==> src/rtl/branch_issue_queue_pkg.sv <==
// Shared types, constants and helpers for the branch issue queue.
// Optional feature macro: BIQ_BYPASS_EN (writeback-to-issue bypass on the head).
`ifndef SCOREBOARD_SIZE_WIDTH
`define SCOREBOARD_SIZE_WIDTH 4
`endif

package branch_issue_queue_pkg;
   localparam int BIQ_DEPTH = 4;
   localparam int SID_W     = `SCOREBOARD_SIZE_WIDTH + 1;

   localparam logic [3:0] FC_JAL  = 4'b0111;
   localparam logic [3:0] FC_JALR = 4'b0101;
   localparam logic [3:0] FC_BR   = 4'b0100;

   // Fields of a queued op that travel unchanged to the BEU
   typedef struct packed {
      logic [63:0]      pc;
      logic [31:0]      inst;
      logic [SID_W-1:0] sid;
      logic [3:0]       func_code;
   } biq_op_t;

   // One source operand: ready flag, producer id, captured value
   typedef struct packed {
      logic             rdy;
      logic [SID_W-1:0] sid;
      logic [63:0]      value;
   } biq_src_t;

   typedef struct packed {
      logic     valid;
      biq_op_t  op;
      biq_src_t src1;
      biq_src_t src2;
   } biq_entry_t;

   typedef struct packed {
      logic     valid;
      biq_op_t  op;
      logic [63:0] rs1;
      logic [63:0] rs2;
   } biq_issue_t;

   // True when a still-waiting source is produced by the current writeback
   function automatic logic src_hit(input biq_src_t s, input logic wb_valid,
                                    input logic [SID_W-1:0] wb_sid);
      return !s.rdy && wb_valid && (s.sid == wb_sid);
   endfunction

   // Source after capturing the current writeback, if it matches
   function automatic biq_src_t src_wake(input biq_src_t s, input logic wb_valid,
                                         input logic [SID_W-1:0] wb_sid,
                                         input logic [63:0] wb_value);
      biq_src_t r;
      r = s;
      if (src_hit(s, wb_valid, wb_sid)) begin
         r.rdy   = 1'b1;
         r.value = wb_value;
      end else begin
         r = s;
      end
      return r;
   endfunction
endpackage

==> src/rtl/branch_issue_queue_biq_entry.sv <==
// One issue-queue slot: op fields, two operand triples and their wakeup.
// With BIQ_BYPASS_EN the slot also reports readiness/values including this cycle's writeback.
module biq_entry
   import branch_issue_queue_pkg::*;
(
   input  logic             clk,
   input  logic             rst_n,
   input  logic             clr_i,
   input  logic             load_i,
   input  logic             pop_i,
   input  biq_op_t          load_op_i,
   input  biq_src_t         load_src1_i,
   input  biq_src_t         load_src2_i,
   input  logic             wb_valid_i,
   input  logic [SID_W-1:0] wb_sid_i,
   input  logic [63:0]      wb_value_i,
   output logic             issue_ok_o,
   output biq_op_t          op_o,
   output logic [63:0]      rs1_o,
   output logic [63:0]      rs2_o
);
   biq_entry_t ent_d, ent_q;

   // Readiness and operand values presented to the select logic
   always_comb begin
      op_o = ent_q.op;
`ifdef BIQ_BYPASS_EN
      issue_ok_o = ent_q.valid
                 & (ent_q.src1.rdy | src_hit(ent_q.src1, wb_valid_i, wb_sid_i))
                 & (ent_q.src2.rdy | src_hit(ent_q.src2, wb_valid_i, wb_sid_i));
      rs1_o = ent_q.src1.rdy ? ent_q.src1.value : wb_value_i;
      rs2_o = ent_q.src2.rdy ? ent_q.src2.value : wb_value_i;
`else
      issue_ok_o = ent_q.valid & ent_q.src1.rdy & ent_q.src2.rdy;
      rs1_o = ent_q.src1.value;
      rs2_o = ent_q.src2.value;
`endif
   end

   // Slot update: clear on kill, fill on enqueue (with same-cycle wakeup), free on issue, else wake
   always_comb begin
      ent_d = ent_q;
      if (clr_i) begin
         ent_d.valid = 1'b0;
      end else if (load_i) begin
         ent_d.valid = 1'b1;
         ent_d.op    = load_op_i;
         ent_d.src1  = src_wake(load_src1_i, wb_valid_i, wb_sid_i, wb_value_i);
         ent_d.src2  = src_wake(load_src2_i, wb_valid_i, wb_sid_i, wb_value_i);
      end else if (pop_i) begin
         ent_d.valid = 1'b0;
      end else begin
         ent_d.src1 = src_wake(ent_q.src1, wb_valid_i, wb_sid_i, wb_value_i);
         ent_d.src2 = src_wake(ent_q.src2, wb_valid_i, wb_sid_i, wb_value_i);
      end
   end

   // Slot state register
   always_ff @(posedge clk or negedge rst_n) begin
      if (!rst_n) begin
         ent_q <= '0;
      end else begin
         ent_q <= ent_d;
      end
   end
endmodule

==> src/rtl/branch_issue_queue.sv <==
// In-order branch issue queue feeding the BEU; self-flushes on redirect/flush.
// Optional feature macro: BIQ_BYPASS_EN (head may issue in the same cycle as its last wakeup).
module branch_issue_queue
   import branch_issue_queue_pkg::*;
#(
   parameter int DEPTH = BIQ_DEPTH,
   parameter int PTR_W = $clog2(DEPTH)
) (
   input  logic             clk,
   input  logic             rst_n,
   input  logic             flush_i,
   input  logic             disp_valid_i,
   output logic             disp_ready_o,
   input  logic [63:0]      disp_pc_i,
   input  logic [31:0]      disp_inst_i,
   input  logic [SID_W-1:0] disp_sid_i,
   input  logic [3:0]       disp_func_code_i,
   input  logic             disp_rs1_rdy_i,
   input  logic [63:0]      disp_rs1_value_i,
   input  logic [SID_W-1:0] disp_rs1_sid_i,
   input  logic             disp_rs2_rdy_i,
   input  logic [63:0]      disp_rs2_value_i,
   input  logic [SID_W-1:0] disp_rs2_sid_i,
   input  logic             wb_valid_i,
   input  logic [SID_W-1:0] wb_sid_i,
   input  logic [63:0]      wb_value_i,
   input  logic             branch_redirect_i,
   output logic             branch_valid_o,
   output logic [63:0]      branch_pc_o,
   output logic [31:0]      branch_inst_o,
   output logic [SID_W-1:0] branch_sid_o,
   output logic [3:0]       branch_func_code_o,
   output logic [63:0]      rs1_value_o,
   output logic [63:0]      rs2_value_o,
   output logic [PTR_W:0]   biq_count_o
);
   localparam logic [PTR_W:0] FULL_CNT = (PTR_W+1)'(DEPTH);

   logic [PTR_W-1:0] head_d, head_q, tail_d, tail_q;
   logic [PTR_W:0]   count_d, count_q;
   biq_issue_t       iss_d, iss_q;

   logic             kill_s, ready_s, enq_s, sel_s;
   biq_op_t          disp_op_s;
   biq_src_t         disp_src1_s, disp_src2_s;
   logic [DEPTH-1:0] ok_s;
   biq_op_t          op_s  [DEPTH];
   logic [63:0]      rs1_s [DEPTH];
   logic [63:0]      rs2_s [DEPTH];

   // Accept/select decisions and dispatch packing
   always_comb begin
      kill_s  = flush_i | branch_redirect_i;
      ready_s = (count_q != FULL_CNT) & !kill_s;
      enq_s   = disp_valid_i & ready_s;
      sel_s   = ok_s[head_q] & !kill_s;
      disp_op_s   = '{pc: disp_pc_i, inst: disp_inst_i, sid: disp_sid_i,
                      func_code: disp_func_code_i};
      disp_src1_s = '{rdy: disp_rs1_rdy_i, sid: disp_rs1_sid_i, value: disp_rs1_value_i};
      disp_src2_s = '{rdy: disp_rs2_rdy_i, sid: disp_rs2_sid_i, value: disp_rs2_value_i};
   end

   for (genvar i = 0; i < DEPTH; i++) begin : g_ent
      biq_entry u_ent (
         .clk         (clk),
         .rst_n       (rst_n),
         .clr_i       (kill_s),
         .load_i      (enq_s && (tail_q == PTR_W'(i))),
         .pop_i       (sel_s && (head_q == PTR_W'(i))),
         .load_op_i   (disp_op_s),
         .load_src1_i (disp_src1_s),
         .load_src2_i (disp_src2_s),
         .wb_valid_i  (wb_valid_i),
         .wb_sid_i    (wb_sid_i),
         .wb_value_i  (wb_value_i),
         .issue_ok_o  (ok_s[i]),
         .op_o        (op_s[i]),
         .rs1_o       (rs1_s[i]),
         .rs2_o       (rs2_s[i])
      );
   end

   // Pointer, count and issue-register next state
   always_comb begin
      iss_d       = iss_q;
      iss_d.valid = sel_s;
      if (sel_s) begin
         iss_d.op  = op_s[head_q];
         iss_d.rs1 = rs1_s[head_q];
         iss_d.rs2 = rs2_s[head_q];
      end else begin
         iss_d.op  = iss_q.op;
      end
      if (kill_s) begin
         head_d  = '0;
         tail_d  = '0;
         count_d = '0;
      end else begin
         head_d  = head_q + PTR_W'(sel_s);
         tail_d  = tail_q + PTR_W'(enq_s);
         count_d = count_q + (PTR_W+1)'(enq_s) - (PTR_W+1)'(sel_s);
      end
   end

   // Queue control and issue registers
   always_ff @(posedge clk or negedge rst_n) begin
      if (!rst_n) begin
         head_q  <= '0;
         tail_q  <= '0;
         count_q <= '0;
         iss_q   <= '0;
      end else begin
         head_q  <= head_d;
         tail_q  <= tail_d;
         count_q <= count_d;
         iss_q   <= iss_d;
      end
   end

   assign disp_ready_o       = ready_s;
   assign branch_valid_o     = iss_q.valid;
   assign branch_pc_o        = iss_q.op.pc;
   assign branch_inst_o      = iss_q.op.inst;
   assign branch_sid_o       = iss_q.op.sid;
   assign branch_func_code_o = iss_q.op.func_code;
   assign rs1_value_o        = iss_q.rs1;
   assign rs2_value_o        = iss_q.rs2;
   assign biq_count_o        = count_q;
endmodule

==> config.mk <==
export PLATFORM = sky130hd
export DESIGN_NAME = branch_issue_queue
export DESIGN_NICKNAME = d
export VERILOG_FILES = /design/src/rtl/branch_issue_queue_pkg.sv /design/src/rtl/branch_issue_queue_biq_entry.sv /design/src/rtl/branch_issue_queue.sv
export SDC_FILE = /design/constraint.sdc
export NUM_CORES = 2
export LEC_CHECK = 0
export CAP_MARGIN = 10
export CORE_MARGIN = 2
export CORE_UTILIZATION = 45
export CTS_CLUSTER_SIZE = 25
export DETAILED_ROUTE_END_ITERATION = 10
export PLACE_DENSITY = 0.65
export SLEW_MARGIN = 5
export SYNTH_ARGS = -nofsm -noshare
export SYNTH_HDL_FRONTEND = slang
export SYNTH_SLANG_ARGS = --single-unit
==> constraint.sdc <==
create_clock -name clk -period 7.3 [get_ports clk]
set_clock_uncertainty 0.2 [all_clocks]
set_input_delay 1.825 -clock clk [delete_from_list [all_inputs] [get_ports clk]]
set_output_delay 1.825 -clock clk [all_outputs]
set_load 0.03 [all_outputs]
# Word-level counts from Yosys, hierarchy flattened
# Cells that the tools add are included.
# word_totals
regBits	1225
latchBits	0
mem_bits_rw	0
romBits	0
inputBits	320
out_inout_bits	238
wordCells	214
mem_count	0
# classes
add_sub_neg	4
n_mul	0
n_div	0
order_cmp	2
eq_ne	21
shifts	0
muxes	54
n_bitwise	14
reduce_logical	65
# op_table
operator	count
two-way mux 140 bit	8
two-way mux 64 bit	14
binary-select mux 64 bit (select 2 bit)	2
binary-select mux 105 bit (select 2 bit)	1
two-way mux 105 bit	2
equality test 5 bit	10
logical AND 1 bit	28
AND reduction 3 bit	8
two-way mux 1 bit	23
nonzero test 2 bit	8
nonzero test 3 bit	4
bitwise AND 1 bit	11
zero test 1 bit	11
equality test 2 bit (second input constant)	4
!= test 2 x 1 -> 1 bit (second input constant)	4
AND reduction 2 bit	4
adder 2 x 1 -> 2 bit	2
equality test 2 x 1 -> 1 bit (second input constant)	2
zero test 2 bit	2
two-way mux 2 bit	2
adder 3 x 1 -> 3 bit	1
greater-or-equal comparator 3 bit (second input constant)	1
< comparator 2 x 3 -> 1 bit (second input constant)	1
two-way mux 3 bit	1
6 further kinds	6

# Longest topological paths before layout
# depth
ltp_word	9
depth_mapped	16
mapped_depth_nobuf	13

# Cells and area by module
# Synthesis repeated with hierarchy kept, for this count alone.
# unflattened
hier_cells	6995
area_unflattened_um2	80183.2
# modules_own_cells
module	instances	cells_per_inst	area_per_inst_um2	seq_area_each_um2
biq_entry	4	1543	16397.0	6155.9
branch_issue_queue	1	823	14595.2	6030.8

# Worst setup path after synthesis
# Ideal clock, no wire load.
# synth_timing
path_kind	input-to-reg
startpoint	input port branch_redirect_i
endpoint	register count_q[2], in the netlist biq_count_o[2]
setup_ps	121
arrival_time_ps	4618
required_time_ps	6979
slack_ps	2361
stages	15
path_buffers	4
path_cell_list	or2_1 buf_2 or4_1 clkbuf_1 clkbuf_1 clkbuf_1 inv_1 ha_1 inv_1 ha_1 inv_1 fa_1 xor2_1 xnor2_1 nor2_1
# synth_between
word_cells_on_any_way	8
classes_between	2 x add/sub; 1 x mux; 4 x bitwise; 1 x reduce/logical
# synth_lines
item	line_no	rtl
start: declaration	branch_issue_queue.sv:27	input logic branch_redirect_i,
OR 1 bit	branch_issue_queue.sv:53	kill_s = flush_i | branch_redirect_i;
zero test 1 bit	branch_issue_queue.sv:56	sel_s = ok_s[head_q] & !kill_s;
bitwise AND 1 bit	branch_issue_queue.sv:56	
via sel_s	branch_issue_queue.sv:43	logic kill_s, ready_s, enq_s, sel_s;
subtractor 3 x 1 -> 3 bit	branch_issue_queue.sv:101	count_d = count_q + (PTR_W+1)'(enq_s) - (PTR_W+1)'(sel_s);
two-way mux 3 bit	branch_issue_queue.sv:94	if (kill_s) begin
via count_d[2]	branch_issue_queue.sv:40	logic [PTR_W:0] count_d, count_q;
end signal: assignment	branch_issue_queue.sv:115	count_q <= count_d;
end: declaration	branch_issue_queue.sv:40	
# The timed path passes the listed nets, and every way through them passes these cells.
# A chain may end at the register's enable or synchronous reset.

# Worst setup path in the final report
# layout_timing
startpoint	input port branch_redirect_i
endpoint	output port disp_ready_o
# layout_between
elab_chain_len	3
# layout_lines
item	line_no	rtl
OR 1 bit	branch_issue_queue.sv:53	
zero test 1 bit	branch_issue_queue.sv:54	ready_s = (count_q != FULL_CNT) & !kill_s;
bitwise AND 1 bit	branch_issue_queue.sv:54	
end: declaration	branch_issue_queue.sv:13	output logic disp_ready_o,
# Every way passes these cells.

==> run metrics <==
status=complete, no violations; Port-buffer cells=557; H-tree depth=4; final setup TNS=0 ns; critical path class=primary input to output port; DR DRC count=0; share of cells above drive strength 1=25.3%; clk_lat worst skew=0.78 ns; filler instances=10400; CTS clock-pin slew for the worst setup and hold paths=0.06 ns; WP data arrival=3.51 ns; Die H=356 um; Final #Nets=5345; synthesized cell area=55800 um^2; pwr dens=281 nW/um^2; Synth-to-Final Area Change=20.6%; Vias=40700; DR iter-0 viols=3772; leakage power=29.7 nW; Net Count, Synth=5049; Max-Cap Viols=0; gpl congestion=0.802; vias per inst=5.99; Reg power frac=44.5%; RSZ-0062 raised after global routing=no; Worst Tran Pin Value=1.20 ns; post-DP HPWL=99.4 mm; GRT Util Overall=27.9%; # resized after CTS=0; Syn Inst Count=4724; sequential share of the synthesized area=54.9%; Root Buffer=clkbuf_16; YS warnings=0; startpoint types=primary input; area of the multi-input gates=23400 um^2; Fmax achieved=0.181 GHz; CTS Hold Buffers Added=0; CTS sink cnt=1225; worst rel slew slack=20.0%; Design Power=18.9 mW; largest net degree at the start of global routing=159; WL final=176 mm; Initial Util=45.3%; largest fanout on the critical path=7; maximum clock path buffer count=3; FF+latch area=30700 um^2; die area=127000 um^2; TritonCTS buffer count=137; io pins=558; Netlist cell types=41; CTS tree=done; number of enable flip-flop cells after synthesis=0; Placement Rows=129; worst hold path type=flop to flop; syn avg cell area=11.8 um^2; initial antenna violation count=50; part of the power in the clock network=39.0%; vias in the first global route=42200; die width=356 um; combinational share of power=16.5%; final number of setup-violating endpoints=0; Final Slew Violations=0; final hold vios=0; fin crit period=5.53 ns; grt total ovfl=0; DR pass1 iterations=7; Setup crit end kind=output port; Synth Register Bits=1225; internal cell power=13.9 mW; NetSw=5.03 mW; final worst-path cycle share=75.8%; Main synth FF type=dfrtp_1; post-synthesis async set-or-reset flop share=100%; Routed WL per cell=26.0 um; core area=123000 um^2; Net Sw Frac=26.6%; post-detailed-route count of antenna-violating nets=0; first-pass GRT wire length=269 mm; peak supply drop=248 uV; CP Data Required Time=5.28 ns; Post-CTS Setup Bufs=0
cell families after synthesis:
family | synth area share [%]
and+or+nand+nor | 15.8
DFF | 54.9
AOI/OAI and AO/OA | 10.6
buffers and inverters | 3.47
muxes | 14.3
xor gates and xnor gates | 0.847
adders and majority gates | 0.126
layer usage:
metal	vias up	share of wire (%)	global-route usage (%)
li1	17700	-	-
met1	21000	42	38.2
met2	1658	46	42.9
met3	326	9.4	8.45
met4	52	2.4	8.46
met5	-	0.19	0
cells in the mapped netlist, types with 7 or more instances:
cell type | count | area share [%]
xor2_1 | 16 | 0.25
clkbuf_2 | 10 | 0.090
xnor2_1 | 38 | 0.60
buf_6 | 7 | 0.14
or3_1 | 513 | 5.7
buf_1 | 94 | 0.63
mux4_2 | 233 | 9.4
o21ai_0 | 16 | 0.14
nand2_1 | 1390 | 9.3
nor2_1 | 8 | 0.054
clkbuf_1 | 293 | 2.0
nand4_1 | 8 | 0.090
or2_2 | 8 | 0.090
dfrtp_1 | 1225 | 55
o221a_2 | 509 | 10
mux2_2 | 233 | 4.7
nor4_1 | 8 | 0.090
buf_2 | 63 | 0.56
placed cells by master (no fill, tap or decap), types with 3 or more instances in the layout:
cell	Yosys	routed
dfrtp_1	1225	1223
nor2_1	8	8
mux2_2	233	233
o21ai_0	16	16
clkinvlp_4	0	4
or2_4	0	8
nand4_1	8	8
clkbuf_16	0	141
clkinv_2	0	18
nand3_1	4	3
mux2i_4	2	8
nor3b_1	5	3
buf_4	3	52
clkbuf_8	0	29
nor4_1	8	8
xor2_1	16	16
xnor2_1	38	38
ha_1	4	4
clkbuf_1	293	28
and2_1	3	3
buf_12	0	19
o221a_2	509	509
inv_6	0	6
o221a_1	3	3
mux4_2	233	233
inv_1	3	3
inv_16	0	3
diode_2	0	24
clkdlybuf4s50_1	0	556
or3_1	513	512
nor3b_2	1	3
o211ai_1	3	3
nand2_1	1390	1390
bufinv_16	0	15
state kept, by name, indices dropped and copies added, names as in the netlist:
signal	count
branch_inst_o	32
g_ent.u_ent.rs1_o	256
biq_count_o	3
head_q	2
branch_valid_o	1
g_ent.u_ent.ent_q	52
rs1_value_o	64
branch_pc_o	64
g_ent.u_ent.rs2_o	256
g_ent.u_ent.op_o	420
branch_func_code_o	4
tail_q	2
branch_sid_o	5
rs2_value_o	64
stage by stage:
| step | utilization [%] | worst slack (ns) | instance area, um^2 | instances | hold slack [ns] |
|---|---|---|---|---|---|
| after floorplan | - | 2.36 | 55800 | 4724 | 0.240 |
| after global placement | 50.6 | 1.62 | 62400 | 6518 | 0.252 |
| after detailed placement | 50.6 | 1.61 | 62400 | 6518 | 0.257 |
| after CTS | 54.5 | 1.76 | 67200 | 6766 | 0.271 |
| after global routing | 54.5 | 1.70 | 67300 | 6779 | 0.282 |
| final | 54.6 | 1.77 | 67300 | 6790 | 0.266 |
worst max-delay path, stage by stage:
cell	delay [ns]
clkdlybuf4s50_1	0.44
or2_1	0.39
nor2_1	0.16
clkdlybuf4s50_1	0.68
worst paths after layout:
check / from / endpoint / slack, ns / cells after the start
worst max-delay path: branch_redirect_i / disp_ready_o / 1.77 / 4
worst min-delay path: g_ent[2].u_ent.op_o[1] / g_ent[2].u_ent.op_o[1] / 0.27 / 2
worst max register to register: head_q[1] / rs1_value_o[10] / 2.64 / 7
worst min register to register: g_ent[2].u_ent.op_o[1] / g_ent[2].u_ent.op_o[1] / 0.27 / 2
max in group asynchronous: rst_n / g_ent[2].u_ent.rs2_o[8] / 4.43 / 2
min in group asynchronous: rst_n / rs1_value_o[40] / 0.82 / 1
power by group through the flow:
stage	logic (mW)	clock network, mW	registers (mW)
after floorplan	1.41	0	8.80
after global routing	3.35	7.78	8.51
final	3.12	7.36	8.40
after detailed placement	3.15	0	8.48
after CTS	3.14	7.50	8.39
after global placement	3.08	0	8.47
layout make-up:
type	instances	area share (%)
antenna	24	0.0893
clock inverter	50	1.15
clock buffer	198	5.99
timing repair buffer	627	9.42
tap	1637	3.04
sequential	1225	45.6
multi-input combinational	3025	34.7
inverter	4	0.0223
Note: power is estimated with default switching activity, not from simulation.
